==> src/rtl/vram_dbuf_if.sv <==
// rtl/vram_dbuf_if.sv - CPU data bus bundle for the double-buffered video RAM
interface vram_dbuf_if #(
  parameter int N = 32
);
  logic             write_enable;
  logic             read_enable;
  logic [N-1:0]     address;
  logic [N-1:0]     data_input;
  logic [N/8-1:0]   byte_enable;
  logic [N-1:0]     data_output;
  logic             read_valid;

  modport master (
    output write_enable, read_enable, address, data_input, byte_enable,
    input  data_output, read_valid
  );

  modport slave (
    input  write_enable, read_enable, address, data_input, byte_enable,
    output data_output, read_valid
  );
endinterface

==> src/rtl/vram_dbuf.sv <==
// rtl/vram_dbuf.sv - double-buffered video RAM, swap committed on vsync rise; optional copy-back under VRAM_SWAP_COPY_EN
module vram_dbuf #(
  parameter int N         = 32,
  parameter int DEPTH     = 10,
  parameter int BASE_ADDR = 0
) (
  input  logic                    clk,
  input  logic                    rst,
  vram_dbuf_if.slave              bus,
  input  logic                    swap_req,
  input  logic                    vsync,
  output logic                    swap_pending,
  output logic                    front_sel,
  output logic                    busy,
  output logic [DEPTH-1:0][N-1:0] parallel_output
);

  localparam int          IDX_W = (DEPTH > 1) ? $clog2(DEPTH) : 1;
  localparam int          NB    = N / 8;
  localparam logic [N:0]  LO    = (N+1)'(BASE_ADDR);
  localparam logic [N:0]  HI    = (N+1)'(BASE_ADDR + DEPTH);

`ifdef VRAM_SWAP_COPY_EN
  typedef enum logic [1:0] {IDLE, PENDING, COPY} state_t;
`else
  typedef enum logic [1:0] {IDLE, PENDING} state_t;
`endif

  state_t                   state, state_d;
  logic                     commit;
  logic                     vsync_q;
  logic                     vsync_rise;
  logic [DEPTH-1:0][N-1:0]  bank_a, bank_b;
  logic [DEPTH-1:0][N-1:0]  front_bank, back_bank;
  logic                     hit;
  logic [IDX_W-1:0]         idx;
  logic                     wr_go, rd_go;

`ifdef VRAM_SWAP_COPY_EN
  logic [IDX_W-1:0]         copy_cnt;
  logic                     swap_latched;
`endif

  // bank A is front when front_sel is 0; the CPU always sees the other bank
  assign front_bank      = front_sel ? bank_b : bank_a;
  assign back_bank       = front_sel ? bank_a : bank_b;
  assign parallel_output = front_bank;

  assign hit   = ({1'b0, bus.address} >= LO) && ({1'b0, bus.address} < HI);
  assign idx   = IDX_W'(bus.address - N'(BASE_ADDR));
  assign wr_go = bus.write_enable && hit && !busy;
  assign rd_go = bus.read_enable && !bus.write_enable && hit && !busy;

  assign vsync_rise   = vsync && !vsync_q;
  assign swap_pending = (state == PENDING);

`ifdef VRAM_SWAP_COPY_EN
  assign busy = (state == COPY);
`else
  assign busy = 1'b0;
`endif

  // next-state logic: a swap commits only on a vsync rising edge
  always_comb begin
    state_d = state;
    commit  = 1'b0;
    case (state)
      IDLE: begin
        if (swap_req) begin
          if (vsync_rise) commit  = 1'b1;
          else            state_d = PENDING;
        end
      end
      PENDING: begin
        if (vsync_rise) begin
          commit  = 1'b1;
          state_d = IDLE;
        end
      end
`ifdef VRAM_SWAP_COPY_EN
      COPY: begin
        if (copy_cnt == IDX_W'(DEPTH - 1))
          state_d = (swap_latched || swap_req) ? PENDING : IDLE;
      end
`endif
      default: state_d = IDLE;
    endcase
`ifdef VRAM_SWAP_COPY_EN
    if (commit) state_d = COPY;
`endif
  end

  // state register, vsync edge history and front bank selector
  always_ff @(posedge clk or posedge rst) begin
    if (rst) begin
      state     <= IDLE;
      vsync_q   <= 1'b0;
      front_sel <= 1'b0;
    end else begin
      state   <= state_d;
      vsync_q <= vsync;
      if (commit) front_sel <= ~front_sel;
    end
  end

`ifdef VRAM_SWAP_COPY_EN
  // copy word counter; a swap request arriving mid-copy is remembered until the copy ends
  always_ff @(posedge clk or posedge rst) begin
    if (rst) begin
      copy_cnt     <= '0;
      swap_latched <= 1'b0;
    end else if (commit) begin
      copy_cnt     <= '0;
      swap_latched <= 1'b0;
    end else if (state == COPY) begin
      if (copy_cnt == IDX_W'(DEPTH - 1)) begin
        copy_cnt     <= '0;
        swap_latched <= 1'b0;
      end else begin
        copy_cnt <= copy_cnt + 1'b1;
        if (swap_req) swap_latched <= 1'b1;
      end
    end
  end
`endif

  // bank storage: byte-masked CPU writes into the back bank, plus front-to-back copy
  always_ff @(posedge clk or posedge rst) begin
    if (rst) begin
      bank_a <= '0;
      bank_b <= '0;
    end else begin
      if (wr_go) begin
        for (int b = 0; b < NB; b++) begin
          if (bus.byte_enable[b]) begin
            if (front_sel) bank_a[idx][8*b +: 8] <= bus.data_input[8*b +: 8];
            else           bank_b[idx][8*b +: 8] <= bus.data_input[8*b +: 8];
          end
        end
      end
`ifdef VRAM_SWAP_COPY_EN
      if (state == COPY) begin
        if (front_sel) bank_a[copy_cnt] <= bank_b[copy_cnt];
        else           bank_b[copy_cnt] <= bank_a[copy_cnt];
      end
`endif
    end
  end

  // registered CPU read of the back bank, zero whenever no read was issued
  always_ff @(posedge clk or posedge rst) begin
    if (rst) begin
      bus.data_output <= '0;
      bus.read_valid  <= 1'b0;
    end else begin
      bus.read_valid  <= rd_go;
      bus.data_output <= rd_go ? back_bank[idx] : '0;
    end
  end

endmodule
==> src/flat_wrapper.sv <==
// flat-port wrapper written by rule: the top's interface ports become plain ports
module vram_dbuf_flat 
#(
  parameter int N         = 32,
  parameter int DEPTH     = 10,
  parameter int BASE_ADDR = 0
)
  (clk, rst, swap_req, vsync, swap_pending, front_sel, busy, parallel_output, bus_write_enable, bus_read_enable, bus_address, bus_data_input, bus_byte_enable, bus_data_output, bus_read_valid);
  vram_dbuf_if #(.N(N)) bus_i ();
  input  logic clk;
  input  logic rst;
  input  logic swap_req;
  input  logic vsync;
  output logic swap_pending;
  output logic front_sel;
  output logic busy;
  output logic [DEPTH-1:0][N-1:0] parallel_output;
  input wire logic [$bits(bus_i.write_enable)-1:0] bus_write_enable;
  input wire logic [$bits(bus_i.read_enable)-1:0] bus_read_enable;
  input wire logic [$bits(bus_i.address)-1:0] bus_address;
  input wire logic [$bits(bus_i.data_input)-1:0] bus_data_input;
  input wire logic [$bits(bus_i.byte_enable)-1:0] bus_byte_enable;
  output wire logic [$bits(bus_i.data_output)-1:0] bus_data_output;
  output wire logic [$bits(bus_i.read_valid)-1:0] bus_read_valid;
  assign bus_i.write_enable = bus_write_enable;
  assign bus_i.read_enable = bus_read_enable;
  assign bus_i.address = bus_address;
  assign bus_i.data_input = bus_data_input;
  assign bus_i.byte_enable = bus_byte_enable;
  assign bus_data_output = bus_i.data_output;
  assign bus_read_valid = bus_i.read_valid;
  vram_dbuf #(.N(N), .DEPTH(DEPTH), .BASE_ADDR(BASE_ADDR)) u_core (.clk(clk), .rst(rst), .bus(bus_i), .swap_req(swap_req), .vsync(vsync), .swap_pending(swap_pending), .front_sel(front_sel), .busy(busy), .parallel_output(parallel_output));
endmodule
==> config.mk <==
export PLATFORM = sky130hd
export DESIGN_NAME = vram_dbuf_flat
export DESIGN_NICKNAME = d
export VERILOG_FILES = /design/src/rtl/vram_dbuf_if.sv /design/src/rtl/vram_dbuf.sv /design/src/flat_wrapper.sv
export SDC_FILE = /design/constraint.sdc
export NUM_CORES = 2
export LEC_CHECK = 0
export CAP_MARGIN = 40
export CORE_MARGIN = 5
export CORE_UTILIZATION = 57
export DETAILED_ROUTE_END_ITERATION = 6
export PLACE_DENSITY = 0.79
export SETUP_SLACK_MARGIN = 0.02
export SYNTH_ARGS = -nofsm -noshare
export SYNTH_HDL_FRONTEND = slang
export SYNTH_SLANG_ARGS = --single-unit
export TNS_END_PERCENT = 50
==> constraint.sdc <==
create_clock -name clk -period 26.1 [get_ports clk]
set_input_delay 5.22 -clock clk [delete_from_list [all_inputs] [get_ports clk]]
set_output_delay 5.22 -clock clk [all_outputs]
set_load 0.05 [all_outputs]
==> flow_metrics.py <==
metrics = {
    "cts": {
        "cts_made_buffers": 73,
        "clk_path_buf_depth": 3,
        "cts_tree": "built",
        "postCtsSetupRepairBufs": 0,
        "cts_resized": 0,
        "holdBufCountCts": 0,
        "cts.sinks": 676,
        "htreeDepth": 3,
        "path_clk_slew_ps": 60,
        "clock_latency_ps": 610,
        "root_buffer": "clkbuf_16",
    },
    "sta": {
        "relSlewSlack": 0.272,
        "setup_tns_ps": 0,
        "finalHoldViolCount": 0,
        "worstMarginPinSlew_ps": 1090,
        "slew_viol_final": 0,
        "setup_slack_ps": 16650,
        "period_minus_slack_ps": 9450,
        "finalSetupViolations": 0,
        "grt_setup_unrepaired": "false",
        "hold_ws_ps": 478,
        "finalClockSkew_ps": 16.6,
        "max_clock_freq_mhz": 106,
        "min_period_over_period": 0.362,
    },
    "routing": {
        "drtAntennaViolNets": 0,
        "first_iter_violations": 1692,
        "dr_total_vias": 23200,
        "drc": 0,
        "wl_per_cell_um": 28.8,
        "drt_wl_total_um": 104000,
        "drt_pass1_iterations": 5,
        "vias_per_cell": 6.39,
    },
    "cells_and_area": {
        "nFillCells": 4139,
        "drive_gt1_frac": 0.474,
        "areaGrowthSynthToFinish_pct": 21.6,
        "multi_input_area_um2": 17600,
        "regArea_um2": 16900,
        "nets": 2807,
        "design_area_um2": 43100,
    },
    "critical_path": {
        "critPathSlowestCell": "dfrtp_4",
        "cp-end-kind": "primary output",
        "cp_num_buf_inv": 4,
        "critPathLaunchType": "flip-flop",
        "critPathTopFamily": "buffers and inverters",
        "path_max_fanout": 59,
        "path_class": "reg2out",
        "critPathMaxStageDelay_ps": 790,
        "critPathMostFrequentCell": "buf_4",
        "critPathRequiredTime_ps": 20880,
        "cp_cell_sequence": "buf_4, buf_4, buf_16, mux2_2, clkdlybuf4s50_1",
        "worstPathArrival_ps": 4230,
        "reg2reg_slack_ps": 21650,
    },
    "logic_synthesis": {
        "synth_edf_count": 0,
        "synthFlopType": "dfrtp_1",
        "synth_cell_types": 35,
        "ys_seq_elements": 676,
        "ys_seq_area_frac": 0.477,
        "yosys_warnings": 0,
        "synthCells": 2386,
        "yosys-top-cells-count": "960 x mux2_2, 676 x dfrtp_1, 138 x clkbuf_1",
        "async_flop_share": 1.00,
        "syn_nets": 2460,
        "synth_area_leader_cell": "dfrtp_1",
        "synthTopCellsByArea": "dfrtp_1 48%, mux2_2 30%, mux4_2 6.1%, nor4_4 4.8%, mux2i_1 3.6%",
        "avgSynthCellArea_um2": 14.9,
        "syn_area_um2": 35500,
        "synth_most_common_cell": "mux2_2",
        "synthDominantCellAreaShare": 0.477,
    },
    "placed_design": {
        "place_area_um2": 40700,
        "port_buffers": 428,
        "dp_slack_ps": 17150,
        "gp_congestion": 0.915,
        "dpl.hpwl_um": 71300,
    },
    "floorplan": {
        "core_um2": 61700,
        "die_x_um": 259,
        "initial_core_util": 0.575,
        "die_y_um": 259,
        "rows": 91,
        "die_area_um2": 67300,
        "num_io_pins": 430,
    },
    "grt": {
        "grt_pass1_vias": 24600,
        "grt_pass1_wl_um": 157000,
        "grt_max_degree": 192,
        "grt_use_total": 0.305,
        "grt_overflow": 0,
        "antenna_found_initial": 1,
    },
    "power": {
        "vdd_drop_max_uv": 46.2,
        "powerDensity_nw_per_um2": 59.0,
        "p_leak_nw": 20.5,
    },
    "hold_path": {
        "hold_path.class": "reg2reg",
    },
    "outcome": {
        "outcome": "complete, no violations",
    },
    "flow_run": {
        "cap_violations": 0,
    },
}
[layout by cell type, fill, tap and decap left out, types with 2 or more instances in the layout]
cell	n
clkinv_2	9
nor2_1	3
bufinv_16	4
a211oi_1	32
nor4_4	80
nand2b_1	32
buf_8	7
a221oi_1	32
mux2_2	960
clkbuf_8	18
o21ai_0	33
buf_4	16
mux2i_1	128
clkdlybuf4s50_1	424
nand3_1	4
o221ai_1	32
nand2_2	8
o22ai_1	32
nor4_1	7
buf_16	15
clkbuf_1	16
buf_2	2
buf_6	4
dfrtp_1	675
nand2_1	4
nand4_1	2
mux4_2	96
nor2b_1	5
clkbuf_16	77
inv_6	2
clkinvlp_4	4
inv_1	2
nand3_2	2
buf_12	7
[per-stage QoR]
| stage | instances | total power [W] | util |
|---|---|---|---|
| 3_3_place_gp | 3467 | 0.00147 | 0.649 |
| 3_5_place_dp | 3494 | 0.00151 | 0.659 |
| 4_1_cts | 3625 | 0.00256 | 0.699 |
| 6_report | 3627 | 0.00255 | 0.699 |
| 2_1_floorplan | 2386 | 0.00139 | - |
| 5_1_grt | 3626 | 0.00262 | 0.699 |
[layout make-up]
cell class	count	area share
Multi-Input combinational cell	1504	0.408
Sequential cell	676	0.392
Timing Repair Buffer	475	0.118
Clock buffer	111	0.0518
Tap cell	837	0.0243
Clock inverter	20	0.00513
Inverter	3	0.000435
Antenna cell	1	0.0000580
[layer usage]
layer,GRT usage,wire length [µm],share of wire,vias up
li1,-,-,-,9790
met1,0.406,41800,0.40,12300
met2,0.509,52500,0.50,873
met3,0.0506,6050,0.058,215
met4,0.111,4020,0.039,0
met5,0,0,0,-
[worst reg2reg max path, cell delays in order (launching register included)]
cell and delay [ps]:
dfrtp_4 790, buf_4 760, buf_4 570, buf_16 330, nand3_1 460, buf_8 310
nor4_4 680, mux2_2 430
[sequential cells by signal, summed over array words and instances (netlist names)]
| register | count |
|---|---|
| u_core.bank_a | 320 |
| u_core.bank_b | 320 |
| u_core.bus.data_output | 32 |
| u_core.bus.read_valid | 1 |
| u_core.front_sel | 1 |
| u_core.state | 1 |
| u_core.vsync_q | 1 |
[cells by family after synthesis]
logic type / share of synthesized area
and+or+nand+nor: 0.0610
muxes: 0.402
DFF: 0.477
other: 0.000106
xor gates and xnor gates: 0.000247
AOI/OAI and AO/OA: 0.0330
buffers and inverters: 0.0266
[report_power, final]
| part | switching (W) | internal (W) | total, W | leakage, nW |
|---|---|---|---|---|
| Clock | 0.000422 | 0.000631 | 0.00105 | 1.20 |
| Combinational | 0.000259 | 0.000172 | 0.000431 | 9.86 |
| Sequential | 0.0000128 | 0.00105 | 0.00106 | 9.44 |
[worst paths after layout]
| path | endpoint | depth (start not counted) | startpoint |
|---|---|---|---|
| worst min-delay path | u_core.state[0]$_DFFE_PP0P_ | 2 | u_core.vsync_q$_DFF_PP0_ |
| worst max register to register | u_core.bank_a[228]$_DFFE_PP0P_ | 7 | u_core.front_sel$_DFFE_PP0P_ |
| max in group asynchronous | u_core.bank_a[68]$_DFFE_PP0P_ | 6 | rst |
| min in group asynchronous | u_core.bus.read_valid$_DFF_PP0_ | 2 | rst |
| worst max-delay path | parallel_output[128] | 5 | u_core.front_sel$_DFFE_PP0P_ |
| worst min register to register | u_core.state[0]$_DFFE_PP0P_ | 2 | u_core.vsync_q$_DFF_PP0_ |
(Power assumes the default switching activity.)
